## src/rtl/fifo_sel_pkg.sv

```systemverilog
// fifo_sel_pkg: state encodings, defaults and helpers shared by the
// FIFO select arbiter and its priority picker.
package fifo_sel_pkg;

   localparam logic [1:0] ARB   = 2'd0;
   localparam logic [1:0] GRANT = 2'd1;
   localparam logic [1:0] GAP   = 2'd2;

   typedef enum logic [1:0] {
      S_ARB   = ARB,
      S_GRANT = GRANT,
      S_GAP   = GAP
   } arb_state_t;

   localparam int MAX_HOLD_DEF = 64;

   function automatic int clog2(input int v);
      int r;
      r = 0;
      while ((1 << r) < v) r++;
      return r;
   endfunction

endpackage

```

## src/rtl/fifo_sel_arb_pick.sv

```systemverilog
// rr_prio_pick: combinational rotating priority encoder; fixed mode
// searches from index 0, round-robin mode from ptr with wrap.
module rr_prio_pick
   import fifo_sel_pkg::*;
#(
   parameter  int N  = 16,
   localparam int IW = clog2(N)
) (
   input  logic [N-1:0]  req,
   input  logic [IW-1:0] ptr,
   input  logic          rr_mode,
   output logic          any,
   output logic [IW-1:0] idx,
   output logic [N-1:0]  onehot
);

   always_comb begin
      int base;
      int j;
      any    = 1'b0;
      idx    = '0;
      onehot = '0;
      j      = 0;
      base   = (rr_mode && (int'(ptr) < N)) ? int'(ptr) : 0;
      for (int i = 0; i < N; i++) begin
         j = base + i;
         if (j >= N) j = j - N;
         if (!any && req[j]) begin
            any       = 1'b1;
            idx       = IW'(j);
            onehot[j] = 1'b1;
         end
      end
   end

endmodule

```

## src/rtl/fifo_sel_arb.sv

```systemverilog
// fifo_sel_arb: locks a grant on one FIFO request line until the owner
// drops it, releases it, or exceeds the maximum hold time.
module fifo_sel_arb
   import fifo_sel_pkg::*;
#(
   parameter  int PORT_NUM = 16,
   parameter  int MAX_HOLD = MAX_HOLD_DEF,
   localparam int IDX_W    = clog2(PORT_NUM)
) (
   input  logic                glb_clk,
   input  logic                glb_areset_n,
   input  logic [PORT_NUM-1:0] req_bits,
   input  logic                rr_mode,
   input  logic                lock_release,
   output logic                sel_valid,
   output logic [IDX_W-1:0]    sel_idx,
   output logic [PORT_NUM-1:0] sel_onehot,
   output logic                hold_timeout
);

   localparam int HC_RAW = clog2(MAX_HOLD + 1);
   localparam int HC_W   = (HC_RAW < 1) ? 1 : HC_RAW;

   localparam logic [HC_W-1:0] HOLD_LAST =
      HC_W'((MAX_HOLD > 0) ? MAX_HOLD - 1 : 0);
   localparam logic [IDX_W-1:0] LAST_IDX = IDX_W'(PORT_NUM - 1);

   arb_state_t          state_q;
   arb_state_t          state_d;
   logic [IDX_W-1:0]    rr_ptr_q;
   logic [IDX_W-1:0]    rr_ptr_d;
   logic [HC_W-1:0]     hold_cnt_q;
   logic [HC_W-1:0]     hold_cnt_d;
   logic                valid_d;
   logic [IDX_W-1:0]    idx_d;
   logic [PORT_NUM-1:0] oh_d;
   logic                to_d;

   logic                pick_any;
   logic [IDX_W-1:0]    pick_idx;
   logic [PORT_NUM-1:0] pick_oh;
   logic                rel_gone;
   logic                rel_time;

   rr_prio_pick #(
      .N (PORT_NUM)
   ) u_pick (
      .req     (req_bits),
      .ptr     (rr_ptr_q),
      .rr_mode (rr_mode),
      .any     (pick_any),
      .idx     (pick_idx),
      .onehot  (pick_oh)
   );

   always_comb begin
      state_d    = state_q;
      rr_ptr_d   = rr_ptr_q;
      hold_cnt_d = hold_cnt_q;
      valid_d    = sel_valid;
      idx_d      = sel_idx;
      oh_d       = sel_onehot;
      to_d       = 1'b0;
      rel_gone   = ~|(req_bits & sel_onehot);
      rel_time   = (MAX_HOLD != 0) && (hold_cnt_q == HOLD_LAST);

      unique case (state_q)
         S_ARB: begin
            if (pick_any) begin
               state_d    = S_GRANT;
               valid_d    = 1'b1;
               idx_d      = pick_idx;
               oh_d       = pick_oh;
               hold_cnt_d = '0;
               rr_ptr_d   = (pick_idx == LAST_IDX) ? '0
                                                   : pick_idx + IDX_W'(1);
            end
         end
         S_GRANT: begin
            if (rel_gone || lock_release || rel_time) begin
               state_d = S_GAP;
               valid_d = 1'b0;
               idx_d   = '0;
               oh_d    = '0;
               // timeout flagged only when it was the sole reason
               to_d    = rel_time & ~rel_gone & ~lock_release;
            end else if (hold_cnt_q != '1) begin
               hold_cnt_d = hold_cnt_q + HC_W'(1);
            end
         end
         S_GAP: begin
            state_d = S_ARB;
         end
         default: begin
            state_d = S_ARB;
            valid_d = 1'b0;
            idx_d   = '0;
            oh_d    = '0;
         end
      endcase
   end

   always_ff @(posedge glb_clk or negedge glb_areset_n) begin
      if (!glb_areset_n) begin
         state_q      <= S_ARB;
         rr_ptr_q     <= '0;
         hold_cnt_q   <= '0;
         sel_valid    <= 1'b0;
         sel_idx      <= '0;
         sel_onehot   <= '0;
         hold_timeout <= 1'b0;
      end else begin
         state_q      <= state_d;
         rr_ptr_q     <= rr_ptr_d;
         hold_cnt_q   <= hold_cnt_d;
         sel_valid    <= valid_d;
         sel_idx      <= idx_d;
         sel_onehot   <= oh_d;
         hold_timeout <= to_d;
      end
   end

endmodule

```

## config.mk

```make
export PLATFORM = sky130hd
export DESIGN_NAME = fifo_sel_arb
export DESIGN_NICKNAME = d
export VERILOG_FILES = /design/src/rtl/fifo_sel_pkg.sv /design/src/rtl/fifo_sel_arb_pick.sv /design/src/rtl/fifo_sel_arb.sv
export SDC_FILE = /design/constraint.sdc
export NUM_CORES = 1
export LEC_CHECK = 0
export ABC_AREA = 1
export BUFFER_PORTS_ARGS = -buffer_cell sky130_fd_sc_hd__clkbuf_2
export CORE_MARGIN = 4
export CORE_UTILIZATION = 40
export DETAILED_ROUTE_END_ITERATION = 6
export GPL_ROUTABILITY_DRIVEN = 0
export GPL_TIMING_DRIVEN = 1
export PLACE_DENSITY = 0.6
export RECOVER_POWER = 25
export SYNTH_ARGS = -nofsm -noshare
export SYNTH_HDL_FRONTEND = slang
export SYNTH_HIERARCHICAL = 1
export SYNTH_SLANG_ARGS = --single-unit
```

## constraint.sdc

```tcl
create_clock -name glb_clk -period 4.65 [get_ports glb_clk]
set_input_delay 0.2325 -clock glb_clk [delete_from_list [all_inputs] [get_ports glb_clk]]
set_output_delay 0.2325 -clock glb_clk [all_outputs]
set_load 0.005 [all_outputs]
```

; After elaboration in Yosys (flattened, before gate mapping)
; Cells that the tools add are included.
[totals]
regBits = 35
input_bits = 20
out_inout_bits = 22
elab_cells = 337
[op_classes]
addsub = 33
order_cmp = 48
n_eq_ne = 9
n_mux = 164
n_bitwise = 20
n_reduce_logical = 56
[op_table]
columns = cell, n
row1 = 32-bit by 1-bit >= comparator with 1-bit output (second input constant), 16
row2 = 32-bit by 6-bit >= comparator with 1-bit output (second input constant), 16
row3 = 32-bit by 6-bit < comparator with 1-bit output (second input constant), 16
row4 = 32-bit 2-to-1 mux, 16
row5 = 32-bit by 6-bit subtractor with 32-bit output (second input constant), 16
row6 = 16-bit 2-to-1 mux, 18
row7 = 32-bit by 5-bit adder with 32-bit output (second input constant), 8
row8 = 16-bit bitwise OR, 15
row9 = 32-bit by 4-bit adder with 32-bit output (second input constant), 4
row10 = 4-bit 2-to-1 mux, 20
row11 = 1-bit 2-to-1 mux, 68
row12 = 32-bit by 3-bit adder with 32-bit output (second input constant), 2
row13 = 1-bit binary-select mux with 4-bit select, 16
row14 = 1-bit demux with 4-bit select, 16
row15 = 16-bit case mux with 3 select lines, 1
row16 = 32-bit by 2-bit adder with 32-bit output (second input constant), 1
row17 = 1-bit logical AND, 31
row18 = 7-bit 2-to-1 mux, 3
row19 = 16-bit AND, 1
row20 = 1-bit zero test, 16
row21 = 16-bit OR reduction, 1
row22 = 7-bit case mux with 2 select lines, 1
row23 = 4-bit case mux with 3 select lines, 1
row24 = 2-bit != test (second input constant), 4
row25 = 18 further kinds, 23

; Depth between registers and ports, before layout
; Gate-level depths: netlist of the first run.
[depth]
word_depth = 54
mapped_depth = 35
mapped_depth_nobuf = 31

; Cells and area by module
; Netlist of the first run, hierarchy kept.
[modules_own_cells]
columns = mod, n_inst, cells_per_inst, area_per_inst_um2, seq_area_each_um2
row1 = rr_prio_pick, 1, 1117, 5186.2, 0.0
row2 = fifo_sel_arb, 1, 218, 1765.4, 875.8

; Least setup slack after synthesis of the first run
; No wires, ideal clock.
[synth_path]
kind = register to register
startpoint = reg rr_ptr_q[1]
endpoint = reg rr_ptr_q[0]
setup_ps = 123
t_arrival_ps = 3670
required_time_ps = 4527
slack_ps = 858
path_stages_with_launch = 26
path_buffers = 4
synth_period_minus_slack_ps = 3792
path_cell_list = dfrtp_1 > nand2_2 > buf_4 > buf_4 > inv_1 > ha_1 > inv_1 > clkbuf_1 > nand4_1 > nand2_1 > nand2_1 > nand2_1 > nor2_1 > a21oi_1 > inv_1 > nor3_4 > buf_4 > nand2_1 > nand3_1 > nor2_1 > nand3_1 > nor2_1 > nand3_1 > ha_1 > nand2_1 > o221a_2
[synth_between]
elab_chain_cells = 54
word_cells_on_any_way = 178
classes_between = add/sub (32) / order compare (16) / eq/ne (1) / mux (98) / reduce/logical (31)
[synth_lines]
columns = element, line_no
row1 = start: declaration, fifo_sel_arb.sv:30  ; logic [IDX_W-1:0] rr_ptr_q;
row2 = start signal: assignment, fifo_sel_arb.sv:114  ; rr_ptr_q <= rr_ptr_d;
row3 = 4-bit 2-to-1 mux *, fifo_sel_arb_pick.sv:24  ; base = (rr_mode && (int'(ptr) < N)) ? int'(ptr) : 0;
row4 = "parallel branches: the longest is 50 deep, another holds 32-bit by 2-bit adder with 32-bit output", -
row5 = 4-bit 2-to-1 mux *, fifo_sel_arb_pick.sv:28  ; if (!any && req[j]) begin
row6 = via pick_idx[1], fifo_sel_arb.sv:40  ; logic [IDX_W-1:0] pick_idx;
row7 = 4-bit == test *, fifo_sel_arb.sv:75  ; rr_ptr_d = (pick_idx == LAST_IDX) ? '0
row8 = 4-bit 2-to-1 mux *, fifo_sel_arb.sv:75
; Mark *: on every way through the listed nets, which the timed path passes. The select of a mux whose other input is x is not followed.
; A chain may end at the register's enable or synchronous reset.

; Final worst setup path of the first run
[layout_path]
startpoint = reg rr_ptr_q[2]
endpoint = reg rr_ptr_q[3]
[layout_between]
elab_chain_cells = 54
word_cells_on_any_way = 178
classes_between = add/sub (32) / order compare (16) / eq/ne (1) / mux (98) / reduce/logical (31)
[layout_lines]
columns = element, line_no
row1 = 4-bit 2-to-1 mux *, fifo_sel_arb_pick.sv:24
row2 = "parallel branches: the longest is 50 deep, another holds 32-bit by 2-bit adder with 32-bit output", -
row3 = 4-bit 2-to-1 mux *, fifo_sel_arb_pick.sv:28
row4 = via pick_idx[2], fifo_sel_arb.sv:40
row5 = 4-bit by 1-bit adder with 4-bit output or 4-bit == test (tied branches), "fifo_sel_arb.sv:76, fifo_sel_arb.sv:75"
row6 = 4-bit 2-to-1 mux *, fifo_sel_arb.sv:75
; Marks and branches as above.

==> flow_metrics.py, run 1 <==
metrics = {
    "status": {
        "status": "complete, but fails checks",
        "violations": "max-capacitance violations, max-slew violations",
    },
    "global_route": {
        "grt_util_met1_pct": 40.9,
        "antenna_found_initial": 0,
        "use_met3_pct": 3.57,
        "grt_busiest_layer": "met2",
        "grt_overflow": 0,
        "grt_util_met2_pct": 44.1,
        "gr-usage-all-layers_pct": 28.9,
        "grt_max_degree": 41,
        "grt_first_pass_wirelength_um": 45600,
        "grt_pass1_vias": 8304,
    },
    "sta": {
        "worst_slack_ns": 0.314,
        "worst_pin_slew_ns": 1.87,
        "slew-limit-headroom_pct": -24.3,
        "finalCritPeriodShare_pct": 93.2,
        "max_freq_mhz": 231,
        "finalMaxSlewViolations": 36,
        "hold_viol_final": 0,
        "fin_crit_ns": 4.34,
        "setup_violations": 0,
        "rsz0062_at_grt": "no",
        "setup_tns_ns": 0,
        "fin_worst_skew_ns": 0.00822,
    },
    "clocking": {
        "clock-sinks": 35,
        "numCtsBuffers": 5,
        "clk-insertion-delay-late_ns": 0.28,
        "cts.repair.resized": 0,
        "cts.path.max_buffers": 2,
        "h-tree-depth": 2,
        "root_buffer": "clkbuf_16",
        "cts_tree": "yes",
        "clkTransAtPathRegs_ns": 0.06,
        "post-cts-setup-buffer-count": 0,
        "hold_buffers": 0,
    },
    "final_layout": {
        "final_cell_mix": "nand2_1 (318), nor2_1 (297), nand3_1 (219)",
        "layout-drive-gt1-share_pct": 12.0,
        "areaGrowthSynthToFinish_pct": 8.50,
        "fin_nets": 1386,
        "final_area_um2": 7540,
        "diodes": 0,
        "layout_commonest_cell": "nand2_1",
    },
    "power": {
        "p_leak_uw": 0.00385,
        "peakVddDrop_v": 0.000595,
        "p_per_area_nw_per_um2": 660,
    },
    "synthesis": {
        "synth.largest_area_cell": "nand2_1",
        "ys_ff_latch": 35,
        "synthFlopType": "dfrtp_1",
        "synth_cell_types": 42,
        "syn_inst": 1335,
        "synth_warnings": 6,
        "synth_edf_count": 0,
        "synthArstFlopShare_pct": 100,
        "synthDominantCellAreaShare_pct": 17.2,
        "synth_seq_area_share_pct": 12.6,
        "syn_avg_cell_area_um2": 5.21,
        "syn_nets": 1371,
        "yosys-top-cells-area": "nand2_1 (17%), nor2_1 (16%), nand3_1 (16%)",
        "synth_area_um2": 6950,
    },
    "hold_path": {
        "whs_path_depth": 4,
        "min_from": "lock_release",
        "min_to": "hold_timeout$_DFF_PN0_",
        "hold_path_class": "input pin to register",
    },
    "worst_setup_path": {
        "critPathLaunchType": "register",
        "worst_r2r_path_depth": 24,
        "worstReg2RegEnd": "rr_ptr_q[3]$_DFFE_PN0P_",
        "worst-path-buf-inv": 5,
        "crit_arrival_ns": 4.55,
        "cp_top_family": "simple AND/OR/NAND/NOR gates",
        "cpMaxStageDelayCell": "dfrtp_1",
        "regToRegSetupSlack_ns": 0.31,
        "cp-end-kind": "register",
        "path_cells": "nand2_4 > buf_4 > o21ai_0 > or2_2 > nand2_1 > inv_1 > o21ai_1 > buf_4 > nor2_4 > buf_4 > nand3_1 > buf_4 > nor2_1 > nor2_1 > nand3_1 > nor2_1 > nand3_1 > nor2_1 > nand3_1 > nand2_1 > nand2_1 > a21oi_1 > o21ai_0 > nand2_1",
        "crit_type": "register to register",
        "cp_max_fo": 17,
        "required_ns": 4.87,
        "rr_startpoint": "rr_ptr_q[2]$_DFFE_PN0P_",
        "cpPeakStageDelay_ns": 0.50,
    },
    "placed_design": {
        "hpwl_um": 21900,
        "pre_cts_slack_ns": 0.276,
        "io_buffers": 41,
        "placed_cell_area_um2": 7370,
    },
    "job": {
        "maxCapViolations": 1,
    },
    "route": {
        "drtIter0Drc": 1489,
        "drc": 0,
        "drtAntennaViolNets": 0,
        "wire_per_inst_um": 18.6,
        "dr.pass1.iters": 6,
        "vias": 9289,
        "via_per_inst": 5.91,
        "drt-total-wl_um": 29200,
    },
    "die": {
        "die_h_um": 140,
        "dieArea_um2": 19600,
        "die_w_um": 140,
        "num_rows": 47,
        "ios": 42,
        "start_util_pct": 41.3,
        "coreArea_um2": 16800,
    },
}
[report_power, final]
group / total, µW / switching, µW / internal, µW
Clock: 385 / 132 / 253
Combinational: 4120 / 3120 / 1000
Sequential: 468 / 86.0 / 382
[cell type report]
| cell class | count | area [µm²] |
|---|---|---|
| Sequential cell | 35 | 876 |
| Clock inverter | 3 | 43.8 |
| Multi-Input combinational cell | 1071 | 5110 |
| Fill cell | 1925 | 9280 |
| Tap cell | 220 | 275 |
| Inverter | 154 | 592 |
| Clock buffer | 5 | 125 |
| Timing Repair Buffer | 83 | 519 |
[stage by stage]
stage               total power (µW)  hold slack, ns  std cells  util, %
floorplan                       3170         -0.0631       1335        -
global placement                4400           0.389       1563     43.8
detailed placement              4400           0.391       1563     43.8
CTS                             4800          0.0919       1571     44.8
global route                    5300           0.240       1571     44.8
finish                          4980           0.215       1571     44.8
[cells in the mapped netlist, types with 2 or more instances]
library cell    n
nand3_1       219
nor3_4          2
nand4_1        99
nand2_2        26
buf_6           7
a31oi_1         2
nand3b_1        2
nand4_2         4
nor2_4          5
nand2_1       319
clkbuf_1       33
o21ai_0        10
inv_1         139
inv_2          14
buf_1           5
dfrtp_1        35
nor2_2          2
or2_2           2
nand2_4         6
buf_4           4
nor2_1        297
nor3b_1         2
ha_1           16
a21oi_1        41
o21ai_1         2
buf_2          26
[flip-flops by register name (all words and copies together), names as in the netlist]
signal / cells
hold_cnt_q: 7
hold_timeout: 1
rr_ptr_q: 4
sel_idx: 4
sel_onehot: 16
sel_valid: 1
state_q: 2
[worst reg2reg max path, cell delays in order (launching register included)]
cell and delay [ns]:
dfrtp_1 0.50, nand2_4 0.16, buf_4 0.28, o21ai_0 0.16
or2_2 0.29, nand2_1 0.24, inv_1 0.17, o21ai_1 0.21
buf_4 0.18, nor2_4 0.07, buf_4 0.20, nand3_1 0.21
buf_4 0.27, nor2_1 0.09, nor2_1 0.11, nand3_1 0.07
nor2_1 0.15, nand3_1 0.09, nor2_1 0.14, nand3_1 0.18
nand2_1 0.14, nand2_1 0.06, a21oi_1 0.13, o21ai_0 0.11
nand2_1 0.06
[metal layers]
| layer | vias up | share of wire [%] | wire length (µm) |
|---|---|---|---|
| li1 | 4356 | - | - |
| met1 | 4257 | 41 | 12000 |
| met2 | 576 | 43 | 12700 |
| met3 | 100 | 10 | 3060 |
| met4 | 0 | 5.1 | 1500 |
| met5 | - | 0 | 0 |
[cells by family (layout without fill, tap and decap cells)]
family                   after synthesis  count (layout)  synth area share [%]
AO/OA/AOI/OAI                         62              62                  4.99
XOR/XNOR                               4               4                 0.882
adder cells (fa/ha/maj)               16              16                  2.88
buffers and inverters                229             245                  14.0
flip-flops                            35              35                  12.6
AND/OR/NAND/NOR                      989             989                  64.7
[worst max path at each step]
stage	to	from	cells after the start
2_1_floorplan	rr_ptr_q[0]$_DFFE_PN0P_	rr_ptr_q[1]$_DFFE_PN0P_	25
3_3_place_gp	rr_ptr_q[3]$_DFFE_PN0P_	rr_mode	29
3_5_place_dp	rr_ptr_q[3]$_DFFE_PN0P_	rr_mode	29
4_1_cts	rr_ptr_q[3]$_DFFE_PN0P_	rr_ptr_q[1]$_DFFE_PN0P_	28
5_1_grt	rr_ptr_q[3]$_DFFE_PN0P_	rr_ptr_q[1]$_DFFE_PN0P_	24
6_report	rr_ptr_q[3]$_DFFE_PN0P_	rr_ptr_q[2]$_DFFE_PN0P_	24
Note: power is estimated with default switching activity, not from simulation.
==> run 2: changes to the inputs <==
PLACE_DENSITY = default   (was 0.6)
clock period = 4.3 ns   (was 4.65 ns; I/O delays follow)
==> run 2 against run 1 <==
Against the previous run:
- the run still ends with max-capacitance violations, max-slew violations left
- wire length rose by 2.5%
- core utilization rose by 0.53 points
- total power rose by 10%
- worst setup slack got worse by 0.078 ns
- via count rose by 0.97%
- sequential share of layout area fell by 0.12 points
- clock power rose by 7.3%
- worst hold slack got worse by 0.013 ns
- sequential power rose by 7.5%
- critical endpoint is now rr_ptr_q[0]$_DFFE_PN0P_
==> flow_metrics.py, run 2 (synthesis gave the netlist of run 1 again) <==
metrics = {
    "final_layout": {
        "layout_commonest_cell": "nand2_1",
        "layout-drive-gt1-share_pct": 13.0,
        "top_regs": "sel_onehot (16), hold_cnt_q (7)",
        "post-route-util_pct": 45.4,
        "areaGrowthSynthToFinish_pct": 9.77,
        "largest_register_ffs": 16,
        "regMostFlops": "sel_onehot",
        "diodes": 0,
        "fin_nets": 1392,
        "final_area_um2": 7630,
        "final_cell_mix": "nand2_1 (317), nor2_1 (296), nand3_1 (219)",
    },
    "route": {
        "dr.pass1.iters": 6,
        "via_per_inst": 5.95,
        "wire_per_inst_um": 19.0,
        "wl_met2_um": 12700,
        "drtAntennaViolNets": 0,
        "route.top_layer_used": "met4",
        "drt-total-wl_um": 30000,
        "drtIter0Drc": 1497,
        "vias": 9379,
        "wl_met1_um": 12100,
        "wl_met3_um": 3290,
        "drc": 0,
    },
    "clocking": {
        "clk-insertion-delay-late_ns": 0.28,
        "clkTransAtPathRegs_ns": 0.06,
        "cts.repair.resized": 0,
        "numCtsBuffers": 5,
        "post-cts-setup-buffer-count": 0,
        "hold_buffers": 0,
        "clock-sinks": 35,
        "cts_tree": "yes",
        "h-tree-depth": 2,
        "cts.path.max_buffers": 2,
        "root_buffer": "clkbuf_16",
    },
    "worst_setup_path": {
        "cp-end-kind": "register",
        "cpPeakStageDelay_ns": 0.44,
        "cpMaxStageDelayCell": "dfrtp_1",
        "cp_max_fo": 22,
        "path_cells": "nand2_1 > inv_2 > or2_2 > nand2_1 > inv_1 > nand2_1 > o21ai_2 > nor2_4 > nand4_4 > nor2_4 > nand4_2 > nor2_4 > buf_4 > nand3b_1 > nand2_2 > inv_2 > o221a_2",
        "critPathLaunchType": "register",
        "crit_type": "register to register",
        "required_ns": 4.47,
        "crit_arrival_ns": 4.23,
    },
    "power": {
        "p_leak_uw": 0.00388,
        "p_per_area_nw_per_um2": 717,
        "peakVddDrop_v": 0.000433,
    },
    "status": {
        "violations": "max-capacitance violations, max-slew violations",
        "status": "complete, but fails checks",
    },
    "global_route": {
        "grt_max_degree": 41,
        "grt_overflow": 0,
        "grt_first_pass_wirelength_um": 46900,
        "antenna_found_initial": 0,
        "gr-usage-all-layers_pct": 29.7,
        "grt_pass1_vias": 8413,
    },
    "sta": {
        "fin_worst_skew_ns": 0.00549,
        "max_freq_mhz": 246,
        "worst_slack_ns": 0.236,
        "worst_pin_slew_ns": 1.88,
        "slew-limit-headroom_pct": -25.6,
        "rsz0062_at_grt": "yes",
        "setup_tns_ns": 0,
        "finalCritPeriodShare_pct": 94.5,
        "fin_crit_ns": 4.06,
        "holdWs_ns": 0.202,
        "setup_violations": 0,
        "finalMaxSlewViolations": 36,
        "hold_viol_final": 0,
    },
    "die": {
        "die_w_um": 140,
        "die_h_um": 140,
        "dieArea_um2": 19600,
        "start_util_pct": 41.3,
        "coreArea_um2": 16800,
        "ios": 42,
        "num_rows": 47,
    },
    "placed_design": {
        "io_buffers": 41,
        "placed_cell_area_um2": 7410,
        "hpwl_um": 22700,
        "pre_cts_slack_ns": 0.0430,
    },
    "job": {
        "maxCapViolations": 1,
    },
    "hold_path": {
        "hold_path_class": "input pin to register",
    },
}
==> run 2: cell count changes in the layout (fill, tap and decap cells not counted), sizes merged <==
cell,before,now
clkinvlp,0,2
inv,153,152
buf,42,47
==> run 2: routing by layer <==
metal	up-vias	global-route usage [%]
met1	4213	41.7
met5	-	0
met4	0	13.4
li1	4374	-
met3	138	3.84
met2	654	45.3
==> run 2: path summary, 6_finish.rpt <==
check                           cells past startpoint                       from  slack [ns]                         end
worst max-delay path                               17    rr_ptr_q[3]$_DFFE_PN0P_        0.24     rr_ptr_q[0]$_DFFE_PN0P_
worst min-delay path                                4               lock_release        0.20      hold_timeout$_DFF_PN0_
worst max register to register                     17    rr_ptr_q[3]$_DFFE_PN0P_        0.24     rr_ptr_q[0]$_DFFE_PN0P_
worst min register to register                      2  hold_cnt_q[6]$_DFFE_PN0P_        0.50   hold_cnt_q[6]$_DFFE_PN0P_
max in group asynchronous                           1               glb_areset_n        2.63     rr_ptr_q[1]$_DFFE_PN0P_
min in group asynchronous                           1               glb_areset_n        0.45  sel_onehot[15]$_DFFE_PN0P_
==> run 2: cell type report <==
| cell class | count | area [µm²] |
|---|---|---|
| fillers | 1877 | 9190 |
| multi-input cells | 1071 | 5140 |
| flip-flops and latches | 35 | 877 |
| inverters | 154 | 596 |
| repair buffers | 88 | 568 |
| well taps | 220 | 275 |
| clock buffers | 5 | 125 |
| clock inverters | 3 | 43.8 |
| repair inverters | 1 | 7.51 |
==> run 2: per-stage QoR <==
step / total power (µW) / instances
6_report: 5470 / 1577
3_3_place_gp: 4760 / 1568
3_5_place_dp: 4770 / 1568
2_1_floorplan: 3430 / 1335
4_1_cts: 5210 / 1576
5_1_grt: 5810 / 1577
==> run 2: worst max-delay path, delay by kind of cell (launching register included) <==
kind	cells	cell delay, ns
AO/OA/AOI/OAI	2	0.42
buffers and inverters	4	0.87
flip-flops	1	0.44
AND/OR/NAND/NOR	11	2.20
==> run 2: power by group <==
part           total [µW]  switching, µW  internal, µW  leakage (µW)
combinational        4560           3420          1130       0.00333
clock                 413            140           273     0.0000838
sequential            503           89.0           414      0.000471
total                5470           3650          1820       0.00388
